`config.mk`:
```
export PLATFORM = sky130hd
export DESIGN_NAME = if_id_stage
export DESIGN_NICKNAME = d
export VERILOG_FILES = /design/src/rtl/cpu_pkg.sv /design/src/rtl/hazard_detect.sv /design/src/rtl/if_id_stage.sv
export SDC_FILE = /design/constraint.sdc
export NUM_CORES = 1
export LEC_CHECK = 0
export CORE_UTILIZATION = 49
export DETAILED_ROUTE_END_ITERATION = 10
export PLACE_DENSITY_LB_ADDON = 0.2
export SYNTH_ARGS = -nofsm -noshare
export SYNTH_HDL_FRONTEND = slang
export SYNTH_HIERARCHICAL = 1
export SYNTH_SLANG_ARGS = --single-unit
export TNS_END_PERCENT = 20
```
`constraint.sdc`:
```
create_clock -name clk -period 5 [get_ports clk]
set_input_delay 1 -clock clk [delete_from_list [all_inputs] [get_ports clk]]
set_output_delay 1 -clock clk [all_outputs]
set_load 0.05 [all_outputs]
```
`src/rtl/cpu_pkg.sv`:
```
// Shared definitions for the MIPS core: data widths, the canonical NOP and
// instruction source-register field positions.
package cpu_pkg;

   localparam int XLEN   = 32;
   localparam int REG_W  = 5;

   localparam int RS_MSB = 25;
   localparam int RS_LSB = 21;
   localparam int RT_MSB = 20;
   localparam int RT_LSB = 16;

   // sll $0,$0,0 encodes as all zeros
   localparam logic [XLEN-1:0] NOP_INST = 32'h0000_0000;

   function automatic logic [REG_W-1:0] rs_field(input logic [XLEN-1:0] inst);
      return inst[RS_MSB:RS_LSB];
   endfunction

   function automatic logic [REG_W-1:0] rt_field(input logic [XLEN-1:0] inst);
      return inst[RT_MSB:RT_LSB];
   endfunction

endpackage

```
`src/rtl/hazard_detect.sv`:
```
// Load-use hazard detector: flags when the load in ID/EX writes a register
// that the instruction in IF/ID reads through either source field.
module hazard_detect
   import cpu_pkg::*;
(
   input  logic             idex_memread_i,
   input  logic [REG_W-1:0] idex_rt_i,
   input  logic [REG_W-1:0] ifid_rs_i,
   input  logic [REG_W-1:0] ifid_rt_i,
   input  logic             valid_i,
   output logic             stall_o
);

   // rt is compared even for instructions that do not read it; a spurious
   // one-cycle stall is harmless, a missed one is not
   always_comb begin
      stall_o = idex_memread_i & valid_i & (idex_rt_i != '0) &
                ((idex_rt_i == ifid_rs_i) | (idex_rt_i == ifid_rt_i));
   end

endmodule

```
`src/rtl/if_id_stage.sv`:
```
// Fetch stage and IF/ID register of the 5-stage MIPS core, with load-use stall.
// Optional stall/flush performance counters are enabled by IF_ID_PERF_CNT_EN.
module if_id_stage
   import cpu_pkg::*;
#(
   parameter logic [31:0] RESET_PC = 32'h0000_0000,
   parameter logic [31:0] NOP_INST = cpu_pkg::NOP_INST
) (
   input  logic             clk,
   input  logic             rst_n,
   output logic [XLEN-1:0]  imem_addr_o,
   input  logic [XLEN-1:0]  imem_data_i,
   input  logic             redirect_i,
   input  logic [XLEN-1:0]  redirect_pc_i,
   input  logic             idex_memread_i,
   input  logic [REG_W-1:0] idex_rt_i,
   output logic [XLEN-1:0]  inst_o,
   output logic [XLEN-1:0]  pc_plus4_o,
   output logic             valid_o,
   output logic             stall_o,
`ifdef IF_ID_PERF_CNT_EN
   output logic [31:0]      stall_cnt_o,
   output logic [31:0]      flush_cnt_o,
`endif
   output logic             bubble_o
);

   logic [XLEN-1:0] pc;
   logic [XLEN-1:0] pc_next_seq;
   logic            stall;

   // Redirect targets are word aligned, so the low two bits are dropped
   wire unused_redirect_lsbs = ^redirect_pc_i[1:0];

   assign pc_next_seq = pc + 32'd4;
   assign imem_addr_o = pc;
   assign stall_o     = stall;
   assign bubble_o    = stall | redirect_i;

   hazard_detect u_hazard_detect (
      .idex_memread_i (idex_memread_i),
      .idex_rt_i      (idex_rt_i),
      .ifid_rs_i      (rs_field(inst_o)),
      .ifid_rt_i      (rt_field(inst_o)),
      .valid_i        (valid_o),
      .stall_o        (stall)
   );

   // Redirect squashes everything, including an instruction that is stalled
   always_ff @(posedge clk or negedge rst_n) begin
      if (!rst_n) begin
         pc         <= RESET_PC;
         inst_o     <= NOP_INST;
         pc_plus4_o <= '0;
         valid_o    <= 1'b0;
      end else if (redirect_i) begin
         pc         <= {redirect_pc_i[XLEN-1:2], 2'b00};
         inst_o     <= NOP_INST;
         pc_plus4_o <= '0;
         valid_o    <= 1'b0;
      end else if (!stall) begin
         pc         <= pc_next_seq;
         inst_o     <= imem_data_i;
         pc_plus4_o <= pc_next_seq;
         valid_o    <= 1'b1;
      end
   end

`ifdef IF_ID_PERF_CNT_EN
   // A stall overridden by a redirect counts as a flush only
   always_ff @(posedge clk or negedge rst_n) begin
      if (!rst_n) begin
         stall_cnt_o <= '0;
         flush_cnt_o <= '0;
      end else if (redirect_i) begin
         flush_cnt_o <= flush_cnt_o + 32'd1;
      end else if (stall) begin
         stall_cnt_o <= stall_cnt_o + 32'd1;
      end
   end
`endif

endmodule
```
==> results.cfg, run 1 <==
[sta]
setup_viol = 0
final_max_slew_viol_count = 0
max-slew-margin-rel_pct = 42.3
skew_ns = 0.00901
period_minus_slack_ns = 4.23
period_share_pct = 84.5
whs_ns = 0.527
hold_viol_final = 0
fmax_ghz = 0.237
rsz0062_at_grt = false
max_slew.worst_pin.slew_ns = 0.857
tns_ns = 0

[logic_synthesis]
ys_seq_area_share_pct = 47.4
synth_flop_cell = dfrtp_1
yosysMostFrequentCell = dfrtp_1
synth_simple_gate_area_share_pct = 21.5
synth_area_leaders = dfrtp_1 47%, mux2i_1 6.5%, nor2_1 4.6%, xnor2_1 3.7%, nand2_1 3.3%
netlist_area_sq_mm = 0.00496
ys_ff_latch = 94
synth_largest_area_cell = dfrtp_1
synthCells = 508
synth_xor_area_share_pct = 6.53
synth-adder-area-share_pct = 0.252
synth-warning-count = 6
yosys.area.top_type_share_pct = 47.4
synth_edf_count = 0
syn_avg_cell_area_sq_um = 9.77
synth_top_family_by_area = simple AND/OR/NAND/NOR gates
synth-async-reset-ratio_pct = 100
synth_common_cells = 94 x dfrtp_1, 61 x nor2_1, 44 x nand2_1
synth_compound_area_share_pct = 12.8
synth.area.mux_share_pct = 6.45
synth_cell_types = 60

[worst_setup_path]
critPathMaxFanout = 7
crit_path_end_kind = primary output
ff2ff_path_depth = 9
start_kind = primary input
reg2reg_slack_ns = 2.39
critical_path_class = in -> out
cp.required_ns = 4.00
crit_arrival_ns = 3.23
r2r_start = inst_o[21]
r2r_end = pc_plus4_o[30]

[min_path]
holdPathEnd = inst_o[9]
hold_class = reg -> reg
worstHoldPathCells = 2
min_from = inst_o[9]

[power]
combPwrFrac_pct = 28.7
power_switching_uw = 700
clkPwrFrac_pct = 26.6
vdd_ir_drop_max_v = 0.000166
sw_frac_of_total_pct = 35.0
pwr-share-seq_pct = 44.7
p_int_mw = 1.30
p_leak_nw = 2.66
powerDensity_mw_per_mm2 = 292

[drt]
routed_wl_um = 13600
dr.pass1.iters = 5
via_per_inst = 5.69
num_vias = 4490
wire_per_inst_um = 17.3
drc = 0
first_iter_violations = 192
ant_nets = 0

[finish]
drive_above_1_share_pct = 5.95
post-route-cell-area_sq_mm = 0.00686
fillers = 793
post-route-util_pct = 70.2
layout.nets = 726
insertedDiodeCount = 0
layout.cells.non_filler = 789
area_delta_synth_final_pct = 38.3

[clock_network]
ctsHoldBuffers = 0
clkLatencyLatePin_ns = 0.36
cts_tree = built
cts_resized = 0
path_clk_slew_ns = 0.09
cts_sinks = 94
htree_levels = 3
cts_setup_buffers = 0
cts_root_buf = clkbuf_8
clockBufferDepth = 2
cts_buffers = 9

[die]
die_h_um = 103
start_util_pct = 50.8
dieArea_sq_mm = 0.0105
num_rows = 36
core_area_sq_mm = 0.00977
die_w_um = 103
io_pins = 172

[global_routing]
grt_max_degree = 85
grt_pass1_vias = 4331
grtUsageTotal_pct = 26.7
antenna_found_initial = 0
grt_pass1_wl_um = 21500
overflow = 0
use_met2_pct = 46.7
gr-usage-met3_pct = 4.34
use_met1_pct = 33.6
grt.busiest_layer = met2

[place]
place_inst = 774
place_area_sq_mm = 0.00666
dpl.hpwl_um = 9700
io_buffers = 167
gp_congestion = 0.816

[run]
cap_violations = 0

[outcome]
status = complete, no violations
## cell families after synthesis
logic type	Yosys count
XOR/XNOR	37
buffers and inverters	51
other	1
AND/OR/NAND/NOR	202
flip-flops	94
adder cells (fa/ha/maj)	1
multiplexers	32
AO/OA/AOI/OAI	90
## power groups by stage
stage	logic, mW	clock network [mW]	registers (mW)
floorplan	0.156	0	1.09
detailed placement	0.577	0	0.909
CTS	0.579	0.541	0.895
global route	0.609	0.571	0.905
global placement	0.568	0	0.905
finish	0.574	0.533	0.896
## stage by stage
step	total power, mW	worst slack (ns)
final	2.00	0.773
after global routing	2.08	0.696
after global placement	1.47	0.806
after CTS	2.01	0.748
after floorplan	1.25	0.711
after detailed placement	1.49	0.758
## metal layers
layer,wire length [um],up-vias
met2,6950,168
met4,150,0
met3,907,14
met1,5610,2189
li1,-,2119
met5,0,-
## final cells by class
type | instances | area [sq um] | area share, %
multi-input combinational | 364 | 2380 | 34.6
sequential | 94 | 2350 | 34.3
timing repair buffer | 173 | 1720 | 25.1
tap | 133 | 166 | 2.42
clock buffer | 12 | 165 | 2.41
clock inverter | 3 | 42.5 | 0.620
inverter | 10 | 37.5 | 0.547
## critical path, stage by stage
cell and delay (ns):
clkdlybuf4s50_1 0.48, xor2_1 0.19, nor3_1 0.21, nand3_1 0.16, a21oi_4 0.31, clkdlybuf4s50_1 0.88
## worst max path at each step
stage | end | start | slack (ns)
3_3_place_gp | stall_o | idex_rt_i[2] | 0.81
5_1_grt | stall_o | idex_rt_i[2] | 0.70
4_1_cts | stall_o | idex_rt_i[2] | 0.75
3_5_place_dp | stall_o | idex_rt_i[2] | 0.76
6_report | stall_o | idex_rt_i[2] | 0.77
2_1_floorplan | bubble_o | idex_rt_i[2] | 0.71
## placed cells by master (no fill, tap or decap), types with 3 or more instances in the layout
| cell type | instances |
|---|---|
| buf_4 | 8 |
| or3_1 | 5 |
| o21a_1 | 3 |
| nand2_1 | 44 |
| nor4b_1 | 3 |
| o211ai_1 | 7 |
| and4_1 | 7 |
| clkdlybuf4s50_1 | 164 |
| nor4_1 | 5 |
| nor2_1 | 61 |
| inv_1 | 9 |
| o21ai_0 | 27 |
| nand4_1 | 12 |
| a31oi_1 | 4 |
| dfrtp_1 | 94 |
| and3_1 | 3 |
| xor2_1 | 16 |
| xnor2_1 | 21 |
| o31a_1 | 3 |
| a211oi_1 | 11 |
| nor2b_1 | 3 |
| nor3_1 | 11 |
| a311oi_1 | 8 |
| or4_1 | 12 |
| nand3_1 | 17 |
| a21oi_1 | 9 |
| clkbuf_8 | 12 |
| o31ai_1 | 3 |
| mux2i_1 | 32 |
## flip-flops by register name (all words and copies together), names as in the netlist
register,flops
pc_plus4_o,31
imem_addr_o,30
valid_o,1
inst_o,32
(Power assumes the default switching activity.)
==> run 2: changes to the inputs <==
- CORE_UTILIZATION: 49 -> 41
- clock period: 5 -> 3.55 ns (I/O delays scaled with it)
==> results.cfg, run 2 (synthesis results as in run 1) <==
[outcome]
status = complete, but fails checks
violations = DRC

[clock_network]
cts_setup_buffers = 0
cts_resized = 0
clkLatencyLatePin_ns = 0.33
path_clk_slew_ns = 0.06
cts_sinks = 94
clockBufferDepth = 2
cts_buffers = 9
cts_tree = built
cts_root_buf = clkbuf_16
ctsHoldBuffers = 0
htree_levels = 3

[finish]
insertedDiodeCount = 0
final_cell_mix = 163 x clkdlybuf4s50_1, 94 x dfrtp_1, 61 x nor2_1, 44 x nand2_1, 32 x mux2i_1
final_common_cell = clkdlybuf4s50_1
regMostFlops = inst_o
drive_above_1_share_pct = 6.77
area_delta_synth_final_pct = 41.0
layout.nets = 735
largest_reg_flops = 32

[worst_setup_path]
slowest_delay_ns = 0.49
crit_arrival_ns = 2.52
path_delay_family = buffers and inverters
crit_buf_inv = 4
ff2ff_path_depth = 4
r2r_start = imem_addr_o[6]
critPathSlowestCell = clkdlybuf4s50_1
critPathMaxFanout = 5
critical_path_class = in -> out
path_depth = 9
start_kind = primary input
reg2reg_slack_ns = 1.11
crit_path_end_kind = primary output
r2r_end = imem_addr_o[30]
cp.required_ns = 2.84
crit_chain = clkdlybuf4s50_1, xor2_1, nor3_1, nand3_1, a21oi_4, buf_4, clkinv_1, nand2_1, buf_12

[power]
powerDensity_mw_per_mm2 = 417
vdd_ir_drop_max_v = 0.000233
total_power_mw = 2.92
p_leak_nw = 2.72

[sta]
period_share_pct = 91.0
rsz0062_at_grt = false
period_minus_slack_ns = 3.23
setup_viol = 0
tns_ns = 0
skew_ns = 0.00965
max-slew-margin-rel_pct = 40.0
whs_ns = 0.506
max_slew.worst_pin.slew_ns = 0.900
fmax_ghz = 0.310
hold_viol_final = 0
final_max_slew_viol_count = 0

[min_path]
hold_class = in -> async

[drt]
dr.pass1.iters = 8
num_vias = 4424
first_iter_violations = 299
via_per_inst = 5.48
wire_per_inst_um = 16.4
drc = 11
routed_wl_um = 13300
ant_nets = 0

[global_routing]
grtUsageTotal_pct = 22.1
grt_pass1_wl_um = 22100
grt_pass1_vias = 4395
antenna_found_initial = 0
overflow = 0
grt_max_degree = 72

[place]
gp_congestion = 0.843
io_buffers = 167
dpl.hpwl_um = 9450

[die]
die_w_um = 112
start_util_pct = 42.7
dieArea_sq_mm = 0.0125
die_h_um = 112
io_pins = 172
core_area_sq_mm = 0.0116
num_rows = 39

[run]
cap_violations = 0
[run 2: cell types whose count changed in the layout (fill, tap and decap cells not counted), moves of 4 or more]
cell	before	now
clkbuf_1	0	4
clkbuf_8	12	0
buf_4	8	17
clkbuf_16	0	9
[run 2: area by class of cell]
class / instances / area, sq um
flip-flops and latches: 94 / 2350
fillers: 1020 / 4620
repair buffers: 182 / 1800
clock inverters: 2 / 10.0
well taps: 143 / 179
multi-input cells: 364 / 2380
inverters: 10 / 37.5
clock buffers: 13 / 240
[run 2: worst reg2reg max path, cell delays in order (launching register included)]
cell	delay, ns
dfrtp_1	0.52
nand4_1	0.48
or4_4	0.76
or4_1	0.42
a31oi_1	0.17
[run 2: worst max path at each step]
| stage | start | slack [ns] | endpoint |
|---|---|---|---|
| 2_1_floorplan | idex_rt_i[2] | 0.14 | bubble_o |
| 3_3_place_gp | idex_rt_i[4] | 0.19 | imem_addr_o[30] |
| 3_5_place_dp | idex_rt_i[4] | 0.13 | imem_addr_o[30] |
| 4_1_cts | idex_rt_i[2] | 0.28 | bubble_o |
| 5_1_grt | idex_rt_i[2] | 0.20 | bubble_o |
| 6_report | idex_rt_i[2] | 0.32 | bubble_o |
[run 2: metal layers]
metal | up-vias | global-route usage, % | routed length, um
met5 | - | 0 | 0
met4 | 0 | 10.3 | 311
met3 | 21 | 6.70 | 1200
met2 | 175 | 34.3 | 6000
met1 | 2091 | 28.4 | 5770
li1 | 2137 | - | -
[run 2: where the power goes]
group	switching, mW	total (mW)	internal [mW]
clock network	0.376	0.846	0.470
registers	0.110	1.26	1.15
logic	0.502	0.810	0.308
total	0.988	2.92	1.93
[run 2: stage by stage]
stage | instances | cell area [sq um] | setup WS (ns) | utilization [%]
floorplan | 509 | 4970 | 0.136 | -
global placement | 793 | 6750 | 0.191 | 58.1
detailed placement | 793 | 6750 | 0.127 | 58.1
CTS | 808 | 7000 | 0.284 | 60.2
global route | 808 | 7000 | 0.203 | 60.2
finish | 808 | 7000 | 0.319 | 60.2
